**src/rtl/io_port_hub_if.sv**
```systemverilog
// Processor IO strobe bus: port address, write data/strobe, read strobe and
// the registered read data returned by the port decoder.
interface io_port_hub_if;
  logic [7:0] IO_port_ID;
  logic [7:0] IO_write_data;
  logic       IO_write_strobe;
  logic       IO_read_strobe;
  logic [7:0] IO_read_data;

  modport master (
    output IO_port_ID, IO_write_data, IO_write_strobe, IO_read_strobe,
    input  IO_read_data
  );

  modport slave (
    input  IO_port_ID, IO_write_data, IO_write_strobe, IO_read_strobe,
    output IO_read_data
  );
endinterface

```
**src/rtl/io_port_hub.sv**
```systemverilog
// IO port decoder: NUM_CH UART channels (DATA/STATUS/CONTROL/SCRATCH each),
// a GPIO output register and a synchronised GPIO input, with one-cycle read latency.
module io_port_hub #(
  parameter int         NUM_CH        = 2,
  parameter logic [7:0] BASE_PORT     = 8'h10,
  parameter logic [7:0] GPIO_OUT_PORT = 8'h01,
  parameter logic [7:0] GPIO_IN_PORT  = 8'h02
) (
  input  logic                  clk,
  input  logic                  reset,
  io_port_hub_if.slave          bus,
  output logic [8*NUM_CH-1:0]   uart_tx_data,
  output logic [NUM_CH-1:0]     uart_write_tx,
  input  logic [NUM_CH-1:0]     uart_tx_full,
  input  logic [8*NUM_CH-1:0]   uart_rx_data,
  input  logic [NUM_CH-1:0]     uart_rx_present,
  output logic [NUM_CH-1:0]     uart_read_ack,
  output logic [7:0]            gpio_out,
  input  logic [7:0]            gpio_in
);

  typedef enum logic [1:0] {
    REG_DATA    = 2'd0,
    REG_STATUS  = 2'd1,
    REG_CONTROL = 2'd2,
    REG_SCRATCH = 2'd3
  } reg_e;

  logic [NUM_CH-1:0][7:0] tx_data_q;
  logic [NUM_CH-1:0][7:0] scratch_q;
  logic [NUM_CH-1:0]      write_tx_q;
  logic [NUM_CH-1:0]      read_ack_q;
  logic [NUM_CH-1:0]      rx_underflow_q;
  logic [NUM_CH-1:0]      tx_dropped_q;
  logic [7:0]             read_data_q;
  logic [7:0]             gpio_out_q;
  logic [7:0]             gpio_sync1_q;
  logic [7:0]             gpio_sync2_q;

  logic [8:0]        diff;
  logic [5:0]        ch_word;
  logic              ch_hit;
  reg_e              reg_off;
  logic [NUM_CH-1:0] ch_sel;
  logic              rd_en;
  logic              wr_en;
  logic [7:0]        rd_mux;

  // A borrow in diff[8] means the port lies below the channel window.
  assign diff    = {1'b0, bus.IO_port_ID} - {1'b0, BASE_PORT};
  assign ch_word = diff[7:2];
  assign ch_hit  = !diff[8] && (ch_word < 6'(NUM_CH));
  assign reg_off = reg_e'(diff[1:0]);

  // A read strobe wins; a simultaneous write is dropped with no side effects.
  assign rd_en = bus.IO_read_strobe;
  assign wr_en = bus.IO_write_strobe && !bus.IO_read_strobe;

  always_comb begin
    // NOTE: every output of this block gets a default first so no latch is inferred.
    ch_sel = '0;
    rd_mux = '0;
    for (int c = 0; c < NUM_CH; c++) begin
      ch_sel[c] = ch_hit && (ch_word == 6'(c));
    end
    if (ch_hit) begin
      for (int c = 0; c < NUM_CH; c++) begin
        if (ch_sel[c]) begin
          case (reg_off)
            REG_DATA:    rd_mux = uart_rx_present[c] ? uart_rx_data[8*c +: 8] : 8'h00;
            REG_STATUS:  rd_mux = {4'b0000, tx_dropped_q[c], rx_underflow_q[c],
                                   uart_tx_full[c], uart_rx_present[c]};
            REG_CONTROL: rd_mux = 8'h00;
            REG_SCRATCH: rd_mux = scratch_q[c];
            default:     rd_mux = 8'h00;
          endcase
        end
      end
    end else if (bus.IO_port_ID == GPIO_OUT_PORT) begin
      rd_mux = gpio_out_q;
    end else if (bus.IO_port_ID == GPIO_IN_PORT) begin
      rd_mux = gpio_sync2_q;
    end
  end

  always_ff @(posedge clk) begin
    // NOTE: sequential state uses non-blocking assignments so all flops update together.
    if (reset) begin
      // NOTE: the small per-channel arrays are ordinary flops, so resetting them is cheap and required.
      tx_data_q      <= '0;
      scratch_q      <= '0;
      write_tx_q     <= '0;
      read_ack_q     <= '0;
      rx_underflow_q <= '0;
      tx_dropped_q   <= '0;
      read_data_q    <= '0;
      gpio_out_q     <= '0;
      gpio_sync1_q   <= '0;
      gpio_sync2_q   <= '0;
    end else begin
      gpio_sync1_q <= gpio_in;
      gpio_sync2_q <= gpio_sync1_q;
      write_tx_q   <= '0;
      read_ack_q   <= '0;

      if (rd_en) begin
        read_data_q <= rd_mux;
      end

      for (int c = 0; c < NUM_CH; c++) begin
        if (ch_sel[c]) begin
          if (rd_en && reg_off == REG_DATA) begin
            if (uart_rx_present[c]) read_ack_q[c]     <= 1'b1;
            else                    rx_underflow_q[c] <= 1'b1;
          end
          if (wr_en) begin
            case (reg_off)
              REG_DATA: begin
                if (!uart_tx_full[c]) begin
                  tx_data_q[c]  <= bus.IO_write_data;
                  write_tx_q[c] <= 1'b1;
                end else begin
                  tx_dropped_q[c] <= 1'b1;
                end
              end
              REG_CONTROL: begin
                if (bus.IO_write_data[0]) begin
                  rx_underflow_q[c] <= 1'b0;
                  tx_dropped_q[c]   <= 1'b0;
                end
              end
              REG_SCRATCH: scratch_q[c] <= bus.IO_write_data;
              default: ;
            endcase
          end
        end
      end

      if (wr_en && !ch_hit && bus.IO_port_ID == GPIO_OUT_PORT) begin
        gpio_out_q <= bus.IO_write_data;
      end
    end
  end

  assign bus.IO_read_data = read_data_q;
  assign uart_tx_data     = tx_data_q;
  assign uart_write_tx    = write_tx_q;
  assign uart_read_ack    = read_ack_q;
  assign gpio_out         = gpio_out_q;

endmodule

```
**src/flat_wrapper.sv**
```systemverilog
// flat-port wrapper written by rule: the top's interface ports become plain ports
module io_port_hub_flat 
#(
  parameter int         NUM_CH        = 2,
  parameter logic [7:0] BASE_PORT     = 8'h10,
  parameter logic [7:0] GPIO_OUT_PORT = 8'h01,
  parameter logic [7:0] GPIO_IN_PORT  = 8'h02
)
  (clk, reset, uart_tx_data, uart_write_tx, uart_tx_full, uart_rx_data, uart_rx_present, uart_read_ack, gpio_out, gpio_in, bus_IO_port_ID, bus_IO_write_data, bus_IO_write_strobe, bus_IO_read_strobe, bus_IO_read_data);
  io_port_hub_if bus_i ();
  input  logic clk;
  input  logic reset;
  output logic [8*NUM_CH-1:0] uart_tx_data;
  output logic [NUM_CH-1:0] uart_write_tx;
  input  logic [NUM_CH-1:0] uart_tx_full;
  input  logic [8*NUM_CH-1:0] uart_rx_data;
  input  logic [NUM_CH-1:0] uart_rx_present;
  output logic [NUM_CH-1:0] uart_read_ack;
  output logic [7:0] gpio_out;
  input  logic [7:0] gpio_in;
  input wire logic [$bits(bus_i.IO_port_ID)-1:0] bus_IO_port_ID;
  input wire logic [$bits(bus_i.IO_write_data)-1:0] bus_IO_write_data;
  input wire logic [$bits(bus_i.IO_write_strobe)-1:0] bus_IO_write_strobe;
  input wire logic [$bits(bus_i.IO_read_strobe)-1:0] bus_IO_read_strobe;
  output wire logic [$bits(bus_i.IO_read_data)-1:0] bus_IO_read_data;
  assign bus_i.IO_port_ID = bus_IO_port_ID;
  assign bus_i.IO_write_data = bus_IO_write_data;
  assign bus_i.IO_write_strobe = bus_IO_write_strobe;
  assign bus_i.IO_read_strobe = bus_IO_read_strobe;
  assign bus_IO_read_data = bus_i.IO_read_data;
  io_port_hub #(.NUM_CH(NUM_CH), .BASE_PORT(BASE_PORT), .GPIO_OUT_PORT(GPIO_OUT_PORT), .GPIO_IN_PORT(GPIO_IN_PORT)) u_core (.clk(clk), .reset(reset), .bus(bus_i), .uart_tx_data(uart_tx_data), .uart_write_tx(uart_write_tx), .uart_tx_full(uart_tx_full), .uart_rx_data(uart_rx_data), .uart_rx_present(uart_rx_present), .uart_read_ack(uart_read_ack), .gpio_out(gpio_out), .gpio_in(gpio_in));
endmodule
```
**config.mk**
```make
export PLATFORM = sky130hd
export DESIGN_NAME = io_port_hub_flat
export DESIGN_NICKNAME = d
export VERILOG_FILES = /design/src/rtl/io_port_hub_if.sv /design/src/rtl/io_port_hub.sv /design/src/flat_wrapper.sv
export SDC_FILE = /design/constraint.sdc
export NUM_CORES = 1
export LEC_CHECK = 0
export CAP_MARGIN = 40
export CORE_MARGIN = 2
export CORE_UTILIZATION = 48
export DETAILED_ROUTE_END_ITERATION = 7
export PLACE_DENSITY = 0.78
export REMOVE_ABC_BUFFERS = 1
export SYNTH_ARGS = -nofsm -noshare
export SYNTH_HDL_FRONTEND = slang
export SYNTH_SLANG_ARGS = --single-unit
```
**constraint.sdc**
```tcl
create_clock -name clk -period 2.66 [get_ports clk]
set_input_delay 0.266 -clock clk [delete_from_list [all_inputs] [get_ports clk]]
set_output_delay 0.266 -clock clk [all_outputs]
set_load 0.1 [all_outputs]
```
==> qor.csv <==
metric,value,unit
holdWs,0.4394,ns
final_util,66.44,%
clkTransAtPathRegs,0.08,ns
synth_async_sr_flop_share,0,%
drtIter0Drc,205,
cts.repair.resized,0,
wl_per_cell,16.05,microns
fin_nets,453,
row_count,29,
irDropWorstVdd,0.0003644,V
critPathSlowestCell,or4b_2,
crit_family,simple AND/OR/NAND/NOR gates,
synth_commonest_cells,"dfxtp_1 (72), nor2_1 (46), mux2i_1 (44), nand2_1 (31), nor2b_1 (20)",
yosys_warnings,0,
synth_seq_cells,72,
drc,0,
dieArea,7003,sq um
via_count,2648,
synth_edf_count,0,
antenna_found_initial,0,
holdPathStages,1,
cts-root-buf,clkbuf_8,
drv_slew,0,
yosysSeqAreaShare,47.29,%
drtPass1Iterations,4,
yosys-top-cells-area,"dfxtp_1 (47%), mux2i_1 (14%), nor2_1 (5.7%), nor2b_1 (4.1%), nand2_1 (3.8%)",
cts_buffers,9,
yosys_most_used_dff,dfxtp_1,
start_util,48.84,%
hold_buffers,0,
first_global_vias,2676,
max_cap_violations,0,
netlist_instances,318,
clock_sinks,72,
die_y,83.69,microns
place.gp.congestion,0.8567,
critPathKind,input pin to register,
period_needed,2.165,ns
slowest_delay,0.87,ns
cts.htree.levels,3,
hold_path_startpoint,u_core.gpio_sync1_q[0],
grt_pass1_wl,13150,microns
gr-usage-all-layers,23.60,%
worst_slew_pin_slew,0.6614,ns
clockBufferDepth,2,
rsz0062_at_grt,false,
status,finished clean,
place_ws,0.1442,ns
die_x,83.69,microns
fmax,461.9,MHz
post-place-cells,471,
drive_above_1_share,19.02,%
antenna_left,0,
core,6241,sq um
cts_tree,built,
synth_top_area_share,47.29,%
worstReg2RegEnd,u_core.bus.IO_read_data[0],
grt_max_degree,38,
numPortBuffers,83,
worst_slack,0.4951,ns
place_area,3915,sq um
min_to,u_core.gpio_sync2_q[0],
critPathRequiredTime,2.87,ns
overflow,0,
setup_tns,0,ns
yosysMostFrequentCell,dfxtp_1,
final_area,4146,sq um
dp_hpwl,5586,microns
skew,0.006763,ns
crit_arrival,2.37,ns
start_kind,input pin,
insertion_delay,0.34,ns
slew_headroom,55.91,%
totalWireLength,7818,microns
cp.buffers_inverters,1,
diodes,0,
cp_max_fo,8,
ys_types,35,
holdCritPathClass,register to register,
period_share,81.39,%
post_cts_buffers,0,
routed_via_density,5.437,
endpoint_kind,register,
ios,84,
hold_viol_final,0,
r2r.worst_path.cells,4,
powerDensity,563.5,nW/um^2
ff2ff_setup_slack,1.58,ns
setup_viol,0,
syn_area,3048,sq um
instances_no_fill,487,
leakage,1.637,nW
finalPower,2.337,mW
syn_to_final_growth,36.04,%
cp_cell_sequence,"clkdlybuf4s50_1, or4_4, or4b_2, mux2i_1, nor2_1",
syn_area_per_cell,9.585,sq um
rr_startpoint,u_core.scratch_q[0],
synth.largest_area_cell,dfxtp_1,
## worst reg2reg max path: cells and delay by family (launching register included)
family           cells  cell delay, ns
AO/OA/AOI/OAI        2            0.28
multiplexers         1            0.26
flip-flops           1            0.32
AND/OR/NAND/NOR      1            0.08
## per-layer routing
metal / up-vias / GRT usage, % / share of wire, % / wire length [microns]
met1: 1237 / 30.25 / 44 / 3468
met4: 0 / 10.85 / 2.7 / 213
met2: 95 / 38.69 / 47 / 3677
met5: - / 0 / 0 / 0
met3: 18 / 4.253 / 5.9 / 459
li1: 1298 / - / - / -
## cell usage in the layout (no fill, tap or decap), types with 2 or more instances in the layout
master	n
a311oi_1	8
or2_2	2
and3_1	2
nor2b_1	20
mux2_2	2
nand2_1	31
nand2b_1	2
buf_4	51
nor3_4	2
a22o_1	4
a31oi_1	2
nor2_1	46
o21ai_0	2
mux2i_1	44
clkdlybuf4s50_1	46
o21a_1	6
a21oi_1	10
bufinv_16	2
a22oi_1	8
nor4b_1	2
nand3b_1	6
inv_1	3
clkbuf_8	11
nor4_1	2
a32o_1	10
dfxtp_1	72
## state kept, by name, indices dropped and copies added, names as in the netlist
register and cells:
u_core.gpio_sync2_q 8, u_core.uart_read_ack 2, u_core.uart_tx_data 16, u_core.gpio_out 8, u_core.rx_underflow_q 2, u_core.gpio_sync1_q 8, u_core.bus.IO_read_data 8, u_core.uart_write_tx 2
u_core.scratch_q 16, u_core.tx_dropped_q 2
## how the worst max path moves through the flow
stage | from | endpoint | slack, ns | cells past startpoint
floorplan | bus_IO_port_ID[6] | u_core.gpio_out[0] | 0.56 | 4
global placement | bus_IO_port_ID[6] | u_core.gpio_out[3] | 0.19 | 5
detailed placement | bus_IO_port_ID[6] | u_core.gpio_out[0] | 0.14 | 5
CTS | bus_IO_port_ID[6] | u_core.gpio_out[0] | 0.51 | 5
global route | bus_IO_port_ID[6] | u_core.bus.IO_read_data[7] | 0.45 | 7
finish | bus_IO_port_ID[6] | u_core.gpio_out[0] | 0.50 | 5
## logic make-up (layout without fill, tap and decap cells)
group | after synthesis | after routing | synth area share (%)
muxes | 46 | 46 | 15.19
buffers and inverters | 26 | 118 | 3.571
AOI/OAI and AO/OA | 50 | 50 | 12.56
and+or+nand+nor | 124 | 124 | 21.39
DFF | 72 | 72 | 47.29
## area by class of cell
class	count	area, sq um
clock inverters	4	76.32
multi-input cells	220	1498
well taps	77	96.34
clock buffers	12	155.1
repair buffers	99	868.3
flip-flops and latches	72	1441
fillers	532	2095
inverters	3	11.26
## where the power goes
| part | total (mW) | switching (mW) | internal, mW |
|---|---|---|---|
| clock | 0.980 | 0.398 | 0.582 |
| combinational | 0.256 | 0.142 | 0.115 |
| sequential | 1.10 | 0.00583 | 1.09 |
| total | 2.34 | 0.546 | 1.79 |
Power figures use the tool's default switching activity.
